File: src/rtl/round_timer_pkg.sv
// Shared types and BCD helpers for the round timer controller.
package round_timer_pkg;

    typedef enum logic [2:0] {
        StIdle,
        StLoad,
        StRun,
        StPause,
        StStopped,
        StExpired
    } state_e;

    typedef logic [3:0] bcd_digit_t;

    localparam int unsigned BONUS_SECS = 5;
    localparam logic [7:0]  BCD_MAX    = 8'h99;

    // Caller guarantees v != 00.
    function automatic logic [7:0] bcd_dec(input logic [7:0] v);
        if (v[3:0] != 4'd0) begin
            return {v[7:4], v[3:0] - 4'd1};
        end
        return {v[7:4] - 4'd1, 4'd9};
    endfunction

    function automatic logic [7:0] bcd_add_sat(input logic [7:0] v, input logic [3:0] n);
        logic [7:0] s;
        s = 8'(v[7:4]) * 8'd10 + 8'(v[3:0]) + 8'(n);
        if (s > 8'd99) begin
            return BCD_MAX;
        end
        return {4'(s / 8'd10), 4'(s % 8'd10)};
    endfunction

endpackage

File: src/rtl/round_timer_ctrl_if.sv
// Game-side signal bundle of the round timer; add_bonus exists only with ROUND_TIMER_BONUS_EN.
interface round_timer_ctrl_if;
    logic start;
    logic pause;
    logic answer_done;
    logic one_sec_tick;
`ifdef ROUND_TIMER_BONUS_EN
    logic add_bonus;
`endif
    logic tick_en;
    logic tick_clr;
    logic running;
    logic warn;
    logic time_up;
    logic expired;
    round_timer_pkg::bcd_digit_t tens;
    round_timer_pkg::bcd_digit_t ones;

    modport master (
`ifdef ROUND_TIMER_BONUS_EN
        output add_bonus,
`endif
        output start, pause, answer_done, one_sec_tick,
        input  tick_en, tick_clr, tens, ones, running, warn, time_up, expired
    );

    modport slave (
`ifdef ROUND_TIMER_BONUS_EN
        input  add_bonus,
`endif
        input  start, pause, answer_done, one_sec_tick,
        output tick_en, tick_clr, tens, ones, running, warn, time_up, expired
    );
endinterface

File: src/rtl/bcd_down_counter2.sv
// Two-digit BCD counter: load, decrement (stops at 00), saturating bonus add, zero flag.
module bcd_down_counter2 import round_timer_pkg::*; #(
    parameter logic [7:0] INIT = 8'h30
) (
    input  logic       clk,
    input  logic       reset,
    input  logic       load,
    input  logic [7:0] load_val,
    input  logic       dec,
    input  logic       add,
    output logic [7:0] value,
    output logic [7:0] next_val,
    output logic       zero
);

    logic [7:0] cnt_q;

    assign value = cnt_q;
    assign zero  = (cnt_q == 8'h00);

    // A simultaneous decrement folds into the add so the net step is BONUS_SECS - 1.
    always_comb begin
        next_val = cnt_q;
        if (load) begin
            next_val = load_val;
        end else if (add) begin
            next_val = bcd_add_sat(cnt_q, dec ? 4'(BONUS_SECS - 1) : 4'(BONUS_SECS));
        end else if (dec && !zero) begin
            next_val = bcd_dec(cnt_q);
        end
    end

    always_ff @(posedge clk or posedge reset) begin
        if (reset) begin
            cnt_q <= INIT;
        end else begin
            cnt_q <= next_val;
        end
    end

endmodule

File: src/rtl/round_timer_ctrl.sv
// Round timer FSM: gates/clears the tick source and counts down the BCD seconds.
// Optional bonus input enabled by defining ROUND_TIMER_BONUS_EN.
module round_timer_ctrl import round_timer_pkg::*; #(
    parameter logic [3:0] START_TENS = 4'd3,
    parameter logic [3:0] START_ONES = 4'd0,
    parameter logic [7:0] WARN_SECS  = 8'h05
) (
    input logic               clk,
    input logic               reset,
    round_timer_ctrl_if.slave bus
);

    localparam logic [7:0] START_VAL = {START_TENS, START_ONES};

    if (START_TENS > 4'd9 || START_ONES > 4'd9 ||
        WARN_SECS[7:4] > 4'd9 || WARN_SECS[3:0] > 4'd9) begin : g_param_check
        $error("round_timer_ctrl: BCD parameter digit greater than 9");
    end

    state_e     state_q, state_d;
    logic       load, dec, add, bonus;
    logic [7:0] cnt, cnt_next;
    logic       cnt_zero;
    logic       tick_en_q, tick_clr_q, running_q, warn_q, time_up_q, expired_q;

`ifdef ROUND_TIMER_BONUS_EN
    assign bonus = bus.add_bonus;
`else
    assign bonus = 1'b0;
`endif

    bcd_down_counter2 #(
        .INIT(START_VAL)
    ) u_counter (
        .clk     (clk),
        .reset   (reset),
        .load    (load),
        .load_val(START_VAL),
        .dec     (dec),
        .add     (add),
        .value   (cnt),
        .next_val(cnt_next),
        .zero    (cnt_zero)
    );

    always_comb begin
        state_d = state_q;
        load    = 1'b0;
        dec     = 1'b0;
        add     = 1'b0;
        unique case (state_q)
            StIdle, StStopped, StExpired: begin
                if (bus.start) begin
                    state_d = StLoad;
                    load    = 1'b1;
                end
            end
            // The counter already holds the start value here.
            StLoad: state_d = cnt_zero ? StExpired : StRun;
            StRun, StPause: begin
                if (bus.start) begin
                    state_d = StLoad;
                    load    = 1'b1;
                end else if (bus.answer_done) begin
                    state_d = StStopped;
                end else begin
                    dec = (state_q == StRun) && bus.one_sec_tick;
                    add = bonus;
                    if (dec && !bonus && cnt == 8'h01) begin
                        state_d = StExpired;
                    end else begin
                        state_d = bus.pause ? StPause : StRun;
                    end
                end
            end
            default: state_d = StIdle;
        endcase
    end

    always_ff @(posedge clk or posedge reset) begin
        if (reset) begin
            state_q    <= StIdle;
            tick_en_q  <= 1'b0;
            tick_clr_q <= 1'b0;
            running_q  <= 1'b0;
            warn_q     <= 1'b0;
            time_up_q  <= 1'b0;
            expired_q  <= 1'b0;
        end else begin
            state_q    <= state_d;
            tick_en_q  <= (state_d == StRun);
            tick_clr_q <= (state_d == StLoad);
            running_q  <= (state_d == StRun);
            warn_q     <= (state_d == StRun || state_d == StPause) &&
                          (cnt_next <= WARN_SECS) && (cnt_next != 8'h00);
            time_up_q  <= (state_d == StExpired) && (state_q != StExpired);
            expired_q  <= (state_d == StExpired);
        end
    end

    assign bus.tens     = cnt[7:4];
    assign bus.ones     = cnt[3:0];
    assign bus.tick_en  = tick_en_q;
    assign bus.tick_clr = tick_clr_q;
    assign bus.running  = running_q;
    assign bus.warn     = warn_q;
    assign bus.time_up  = time_up_q;
    assign bus.expired  = expired_q;

endmodule
File: src/flat_wrapper.sv
// flat-port wrapper written by rule: the top's interface ports become plain ports
module round_timer_ctrl_flat import round_timer_pkg::*;
#(
    parameter logic [3:0] START_TENS = 4'd3,
    parameter logic [3:0] START_ONES = 4'd0,
    parameter logic [7:0] WARN_SECS  = 8'h05
)
  (clk, reset, bus_start, bus_pause, bus_answer_done, bus_one_sec_tick, bus_tick_en, bus_tick_clr, bus_tens, bus_ones, bus_running, bus_warn, bus_time_up, bus_expired);
  round_timer_ctrl_if bus_i ();
  input logic clk;
  input logic reset;
  input wire logic [$bits(bus_i.start)-1:0] bus_start;
  input wire logic [$bits(bus_i.pause)-1:0] bus_pause;
  input wire logic [$bits(bus_i.answer_done)-1:0] bus_answer_done;
  input wire logic [$bits(bus_i.one_sec_tick)-1:0] bus_one_sec_tick;
  output wire logic [$bits(bus_i.tick_en)-1:0] bus_tick_en;
  output wire logic [$bits(bus_i.tick_clr)-1:0] bus_tick_clr;
  output wire logic [$bits(bus_i.tens)-1:0] bus_tens;
  output wire logic [$bits(bus_i.ones)-1:0] bus_ones;
  output wire logic [$bits(bus_i.running)-1:0] bus_running;
  output wire logic [$bits(bus_i.warn)-1:0] bus_warn;
  output wire logic [$bits(bus_i.time_up)-1:0] bus_time_up;
  output wire logic [$bits(bus_i.expired)-1:0] bus_expired;
  assign bus_i.start = bus_start;
  assign bus_i.pause = bus_pause;
  assign bus_i.answer_done = bus_answer_done;
  assign bus_i.one_sec_tick = bus_one_sec_tick;
  assign bus_tick_en = bus_i.tick_en;
  assign bus_tick_clr = bus_i.tick_clr;
  assign bus_tens = bus_i.tens;
  assign bus_ones = bus_i.ones;
  assign bus_running = bus_i.running;
  assign bus_warn = bus_i.warn;
  assign bus_time_up = bus_i.time_up;
  assign bus_expired = bus_i.expired;
  round_timer_ctrl #(.START_TENS(START_TENS), .START_ONES(START_ONES), .WARN_SECS(WARN_SECS)) u_core (.clk(clk), .reset(reset), .bus(bus_i));
endmodule
File: config.mk
export PLATFORM = sky130hd
export DESIGN_NAME = round_timer_ctrl_flat
export DESIGN_NICKNAME = d
export VERILOG_FILES = /design/src/rtl/round_timer_pkg.sv /design/src/rtl/round_timer_ctrl_if.sv /design/src/rtl/bcd_down_counter2.sv /design/src/rtl/round_timer_ctrl.sv /design/src/flat_wrapper.sv
export SDC_FILE = /design/constraint.sdc
export NUM_CORES = 1
export LEC_CHECK = 0
export CORE_AREA = 2 2 47 49
export DETAILED_ROUTE_END_ITERATION = 7
export DIE_AREA = 0 0 49 51
export PLACE_DENSITY_LB_ADDON = 0.2
export SETUP_SLACK_MARGIN = 0.15
export SLEW_MARGIN = 20
export SYNTH_ARGS = -nofsm -noshare
export SYNTH_HDL_FRONTEND = slang
export SYNTH_SLANG_ARGS = --single-unit
File: constraint.sdc
create_clock -name clk -period 2.2 [get_ports clk]
set_input_delay 0.22 -clock clk [delete_from_list [all_inputs] [get_ports clk]]
set_output_delay 0.22 -clock clk [all_outputs]
set_load 0.01 [all_outputs]
==> results of run 1 <==
[registers in the layout (all words and copies together), names as in the netlist]
name	count
u_core.bus.time_up	1
u_core.bus.tick_en	1
u_core.u_counter.value	8
u_core.bus.expired	1
u_core.state_q	3
u_core.bus.tick_clr	1
u_core.bus.warn	1
[layer usage]
metal  global-route usage (%)  wire, um
met5                        0         0
met4                     5.71        12
met3                     3.22        76
met2                     29.7       937
met1                     20.9       796
[path summary, 6_finish.rpt]
path / slack [ns] / end / cells past startpoint / from
worst max-delay path: 0.35 / u_core.bus.warn / 7 / u_core.u_counter.value[4]
worst min-delay path: 0.30 / u_core.bus.warn / 2 / reset
worst max register to register: 0.35 / u_core.bus.warn / 7 / u_core.u_counter.value[4]
worst min register to register: 0.56 / u_core.u_counter.value[5] / 2 / u_core.u_counter.value[5]
max in group asynchronous: 1.52 / u_core.u_counter.value[2] / 2 / reset
min in group clk: 0.56 / u_core.u_counter.value[5] / 2 / u_core.u_counter.value[5]
[cells in the mapped netlist, drive strengths merged]
| master | number | area (um^2) |
|---|---|---|
| nand3 | 5 | 30.0 |
| mux2i | 1 | 10.0 |
| a31o | 1 | 8.76 |
| o2111ai | 1 | 8.76 |
| ha | 2 | 25.0 |
| o311ai | 1 | 26.3 |
| nand2 | 6 | 22.5 |
| a41oi | 1 | 8.76 |
| o22a | 1 | 8.76 |
| nor3 | 2 | 15.0 |
| and3 | 2 | 12.5 |
| a21oi | 5 | 25.0 |
| nor2 | 12 | 45.0 |
| dfrtp | 14 | 350 |
| buf | 4 | 22.5 |
| or3 | 1 | 6.26 |
| nor3b | 4 | 62.6 |
| nand2b | 1 | 6.26 |
| o22ai | 1 | 6.26 |
| xnor2 | 2 | 17.5 |
| o211ai | 1 | 7.51 |
| inv | 6 | 22.5 |
| or4b | 1 | 10.0 |
| a211oi | 3 | 22.5 |
| xor2 | 2 | 17.5 |
| a31oi | 2 | 12.5 |
| o21ai | 3 | 15.0 |
| and2b | 2 | 15.0 |
| and2 | 1 | 6.26 |
| or3b | 1 | 8.76 |
| dfstp | 2 | 52.6 |
| nor2b | 4 | 25.0 |
[cell families after synthesis]
kind of cell / synth area share [%]
AO/OA/AOI/OAI: 16.1
XOR/XNOR: 3.75
adder cells (fa/ha/maj): 2.68
buffers and inverters: 4.83
flip-flops: 43.2
multiplexers: 1.07
AND/OR/NAND/NOR: 28.4
[power by group through the flow]
stage / Sequential [W] / Clock [W] / Combinational (W)
floorplan: 0.000405 / 0 / 0.000246
global placement: 0.000408 / 0 / 0.000373
detailed placement: 0.000411 / 0 / 0.000373
CTS: 0.000405 / 0.000196 / 0.000374
global route: 0.000414 / 0.000208 / 0.000408
finish: 0.000405 / 0.000189 / 0.000369
[worst register-to-register path, cell delays in order, from the launching register on]
cell and delay [ns]:
dfstp_2 0.41, inv_1 0.08, ha_1 0.15, nor3b_4 0.28
and2b_1 0.28, a211oi_1 0.32, nand3_2 0.11, nor3b_2 0.17
[layout make-up]
type / count / area, um^2
clock buffers: 4 / 36.3
fillers: 201 / 883
inverters: 6 / 22.5
multi-input cells: 69 / 485
flip-flops and latches: 16 / 403
well taps: 28 / 35.0
repair buffers: 20 / 198
[through the flow]
stage	util (%)	worst slack (ns)	cells	hold slack [ns]	power (W)
4_1_cts	57.2	0.323	143	0.310	0.000976
6_report	57.2	0.348	143	0.299	0.000963
3_3_place_gp	55.4	0.260	139	0.535	0.000781
2_1_floorplan	-	0.483	95	0.132	0.000651
3_5_place_dp	55.4	0.252	139	0.551	0.000784
5_1_grt	57.2	0.213	143	0.363	0.00103
==> summary.txt, run 1 <==
Clock tree
  • CTS tree: done
  • CTS Buffer Depth: 2
  • Clk Latency, worst-skew pair: 0.28 ns
  • Post-CTS Resized: 0
  • Worst-path clk slew: 0.09 ns
  • Clock net sink count: 16
  • CTS Hold Bufs: 0
  • CTS Buf Count: 3
  • Clk root buf: clkbuf_4
  • Setup bufs post-CTS: 0
  • H-tree depth: 1

STA
  • RSZ-0062 raised after global routing: no
  • Post-Route Setup TNS: 0 ns
  • Final Cycle Share: 84.2%
  • Final hold vios: 0
  • Fmax: 540 MHz
  • Worst slew pin tran: 0.581 ns
  • Period minus WS final: 1.85 ns
  • Setup Viol. Count Final: 0
  • Max-slew violations: 0
  • Worst slew margin: 61.2%
  • Clock Skew: 0.00207 ns

Global routing
  • Gr ovfl total: 0
  • First-pass GRT wire length: 3250 um
  • Largest net degree at the start of global routing: 17
  • Initial antenna violation count: 0
  • GR Util All Layers: 16.9%
  • Vias in the first global route: 742

Drt
  • Wirelength per Cell: 12.7 um
  • TritonRoute pass-1 iters: 4
  • Vias: 758
  • 1st-iter DRT viols: 10
  • DR DRC count: 0
  • Routed wire length: 1820 um
  • Vias/cell: 5.30
  • ANT nets after route: 0

Yosys
  • Mapped Cells: 95
  • Syn. warnings: 0
  • Synth Area per Inst: 9.83 um^2
  • Net Count, Synth: 103
  • Distinct cells, synth: 37
  • Cell Area, Synth: 933 um^2
  • Seq cells post-synth: 16
  • Register area share after synthesis: 43.2%

Die
  • Row Count: 17
  • Core Box Area: 0.00206 mm^2
  • DIE AREA: 0.00250 mm^2
  • Ports: 20
  • Die X-Extent: 49 um
  • Die Ht: 51 um
  • Starting Density: 45.2%

Critical path
  • Slowest stage delay, CP: 0.41 ns
  • Setup CP Type: flop to flop
  • CP max stage cell: dfstp_2
  • Ordered cell list for the critical path: inv_1 -> ha_1 -> nor3b_4 -> and2b_1 -> a211oi_1 -> nand3_2 -> nor3b_2
  • Worst-path fanout max: 6
  • Worst path bufs/invs: 1
  • CP delay by family, top: simple AND/OR/NAND/NOR gates
  • Crit path DAT: 2.06 ns
  • CP Launch Type: flop
  • Worst Path Required: 2.41 ns
  • CP endpoint kind: flop

Final layout
  • Commonest non-fill, non-tap cell in the layout: clkdlybuf4s50_1
  • Final instance area: 0.00118 mm^2
  • Synth-to-layout area growth: 26.4%
  • Layout cell share with drive strength beyond 1: 13.0%
  • Commonest non-fill, non-tap cells in the layout: clkdlybuf4s50_1, dfrtp_1, nor2_1, inv_1, nand2_1
  • Antenna diodes: 0
  • Fin nets: 124

Power
  • Internal power: 0.000629 W
  • Sequential share of power: 42.0%
  • Worst ir drop on vdd: 0.503 mV
  • Clock power share: 19.7%
  • Leakage: 0.501 nW
  • Power Density: 816 mW/mm^2
  • Net switching power: 0.000334 W
  • Switching Share: 34.7%
  • Logic pwr share: 38.3%

Place
  • GP Congestion: 0.890
  • Port Buf Inserts: 19
  • DP Area: 0.00114 mm^2
  • Final HPWL DP: 1420 um

Flow run
  • Max Cap Viol: 0

Outcome
  • Status: finished clean

Min path
  • Hold crit path type: input port to asynchronous set/reset pin
Note: power is estimated with default switching activity, not from simulation.
==> run 2: changes to the inputs <==
--- a/config.mk
+++ b/config.mk
@@ -5,9 +5,9 @@
 export SDC_FILE = /design/constraint.sdc
 export NUM_CORES = 1
 export LEC_CHECK = 0
-export CORE_AREA = 2 2 47 49
+export CORE_AREA = 2 2 50 52
 export DETAILED_ROUTE_END_ITERATION = 7
-export DIE_AREA = 0 0 49 51
+export DIE_AREA = 0 0 52 54
 export PLACE_DENSITY_LB_ADDON = 0.2
 export SETUP_SLACK_MARGIN = 0.15
 export SLEW_MARGIN = 20
==> constraint.sdc (replaced) <==
create_clock -name clk -period 1.7 [get_ports clk]
set_input_delay 0.17 -clock clk [delete_from_list [all_inputs] [get_ports clk]]
set_output_delay 0.17 -clock clk [all_outputs]
set_load 0.01 [all_outputs]
==> summary.txt, run 2 (synthesized netlist as in run 1, its figures left out) <==
Outcome
  • Status: finished with violations
  • Failing checks: setup timing

Clock tree
  • CTS tree: done
  • H-tree depth: 1 (unchanged)
  • Clk Latency, worst-skew pair: 0.29 ns (about the same)
  • Clock net sink count: 16 (unchanged)
  • CTS Buffer Depth: 2 (unchanged)
  • CTS Buf Count: 3 (unchanged)
  • Clk root buf: clkbuf_4
  • CTS Hold Bufs: 0 (unchanged)
  • Worst-path clk slew: 0.10 ns (about the same)

Power
  • Leakage: 0.676 nW (+35%)
  • Worst ir drop on vdd: 0.652 mV (+30%)
  • Power Density: 1050 mW/mm^2 (+29%)

Die
  • Row Count: 18 (+1)
  • Ports: 20 (unchanged)
  • Die Ht: 54 um (+5.9%)
  • Core Box Area: 0.00232 mm^2 (+12%)
  • Die X-Extent: 52 um (+6.1%)
  • DIE AREA: 0.00281 mm^2 (+12%)
  • Starting Density: 40.2% (-5.0 points)

Drt
  • Vias/cell: 5.21 (-1.8%)
  • DR DRC count: 0 (unchanged)
  • TritonRoute pass-1 iters: 5 (+1)
  • DRT met1 WL: 970 um (+22%)
  • Routed wire length: 2310 um (+27%)
  • DR WL met3: 159 um (+110%)
  • ANT nets after route: 0 (unchanged)
  • 1st-iter DRT viols: 16 (+6)
  • Vias: 859 (+13%)
  • Routed wl met2: 1150 um (+22%)
  • DR top layer: met4
  • Wirelength per Cell: 14.0 um (+9.9%)

Final layout
  • Fin nets: 144 (+16%)
  • Layout cell share with drive strength beyond 1: 42.2% (+29 points)
  • Multi-input logic area: 579 um^2 (+19%)
  • Antenna diodes: 0 (unchanged)
  • Synth-to-layout area growth: 55.4%
  • FF+latch area: 404 um^2 (+0.31%)
  • Final Util: 62.5% (+5.3 points)
  • # fillers: 195 (-3.0%)
  • Commonest non-fill, non-tap cells in the layout: buf_4, dfrtp_1, clkdlybuf4s50_1, nor2_1, nand2_1
  • Flip-flop count of the largest register after layout: 8 (unchanged)
  • Commonest non-fill, non-tap cell in the layout: buf_4

Place
  • GP Congestion: 0.819 (-7.9%)
  • Port Buf Inserts: 19 (unchanged)
  • Final HPWL DP: 1700 um (+19%)

Global routing
  • GR Util All Layers: 19.1% (+2.2 points)
  • Gr ovfl total: 0 (unchanged)
  • Vias in the first global route: 837 (+13%)
  • Largest net degree at the start of global routing: 17 (unchanged)
  • First-pass GRT wire length: 3860 um (+19%)
  • Initial antenna violation count: 0 (unchanged)

STA
  • Final hold vios: 0 (unchanged)
  • Worst slew margin: 59.7% (-1.5 points)
  • Post-Route Setup TNS: -0.00418 ns (-0.00418 ns)
  • Max-slew violations: 0 (unchanged)
  • Worst slew pin tran: 0.603 ns (+0.0218 ns)
  • Fin worst setup slack: -0.00418 ns (-0.352 ns)
  • Clock Skew: 0.00402 ns (+0.00195 ns)
  • Worst hold slack: 0.242 ns (-0.0570 ns)
  • Fmax: 587 MHz (+8.7%)
  • Period minus WS final: 1.70 ns (-0.148 ns)
  • RSZ-0062 raised after global routing: yes
  • Setup Viol. Count Final: 1 (+1)
  • Final Cycle Share: 100% (+16 points)

Critical path
  • Worst-path fanout max: 7 (+1)
  • Crit path DAT: 1.93 ns (-0.13 ns)
  • CP Launch Type: flop
  • CP endpoint kind: flop
  • Worst Path Required: 1.92 ns (-0.49 ns)
  • Setup CP Type: flop to flop

Flow run
  • Max Cap Viol: 0 (unchanged)

Min path
  • Hold crit path type: input port to asynchronous set/reset pin
[run 2: per-layer routing]
| layer | up-vias | track usage (%) |
|---|---|---|
| li1 | 413 | - |
| met1 | 401 | 24.1 |
| met2 | 40 | 32.7 |
| met3 | 5 | 3.61 |
| met4 | 0 | 6.58 |
| met5 | - | 0 |
[run 2: repair_timing]
action	in CTS	in global routing
setup endpoints to repair	14	18
setup buffers	4	0
resized for setup	16	9
pin swaps	7	5
[run 2: layout make-up]
class                      count  area share (%)
timing repair buffer          40            25.5
clock buffer                   4            2.50
multi-input combinational     69            39.9
inverter                       6            1.55
tap                           30            2.59
sequential                    16            27.9
[run 2: worst max-delay path, stage by stage, from the launching register on]
cell	delay (ns)
dfrtp_1	0.48
or4b_1	0.52
o2111ai_2	0.11
nor3b_4	0.25
nand3_2	0.10
nor3b_2	0.18
[run 2: worst paths after layout]
| check | from | endpoint | slack (ns) | cells past startpoint |
|---|---|---|---|---|
| max in group asynchronous | reset | u_core.state_q[1] | 1.04 | 2 |
| worst min register to register | u_core.state_q[2] | u_core.bus.time_up | 0.57 | 1 |
| min in group clk | u_core.state_q[2] | u_core.bus.time_up | 0.57 | 1 |
| worst max register to register | u_core.u_counter.value[0] | u_core.bus.warn | -0.004 | 5 |
| worst min-delay path | reset | u_core.bus.time_up | 0.24 | 2 |
| worst max-delay path | u_core.u_counter.value[0] | u_core.bus.warn | -0.004 | 5 |
[run 2: power breakdown]
| group | internal [W] | leakage, nW | total, W | switching (W) |
|---|---|---|---|---|
| logic | 0.000386 | 0.447 | 0.000770 | 0.000384 |
| registers | 0.000452 | 0.208 | 0.000500 | 0.0000483 |
| clock network | 0.000131 | 0.0210 | 0.000258 | 0.000127 |
| total | 0.000968 | 0.676 | 0.00153 | 0.000560 |
[run 2: stage by stage]
step | setup slack [ns] | total power [W] | std cells | area (um^2)
3_5_place_dp | -0.141 | 0.00111 | 157 | 1310
4_1_cts | 0.00602 | 0.00148 | 165 | 1420
3_3_place_gp | -0.0912 | 0.00109 | 157 | 1310
5_1_grt | -0.0854 | 0.00162 | 165 | 1450
6_report | -0.00418 | 0.00153 | 165 | 1450
2_1_floorplan | 0.0124 | 0.000851 | 95 | 961
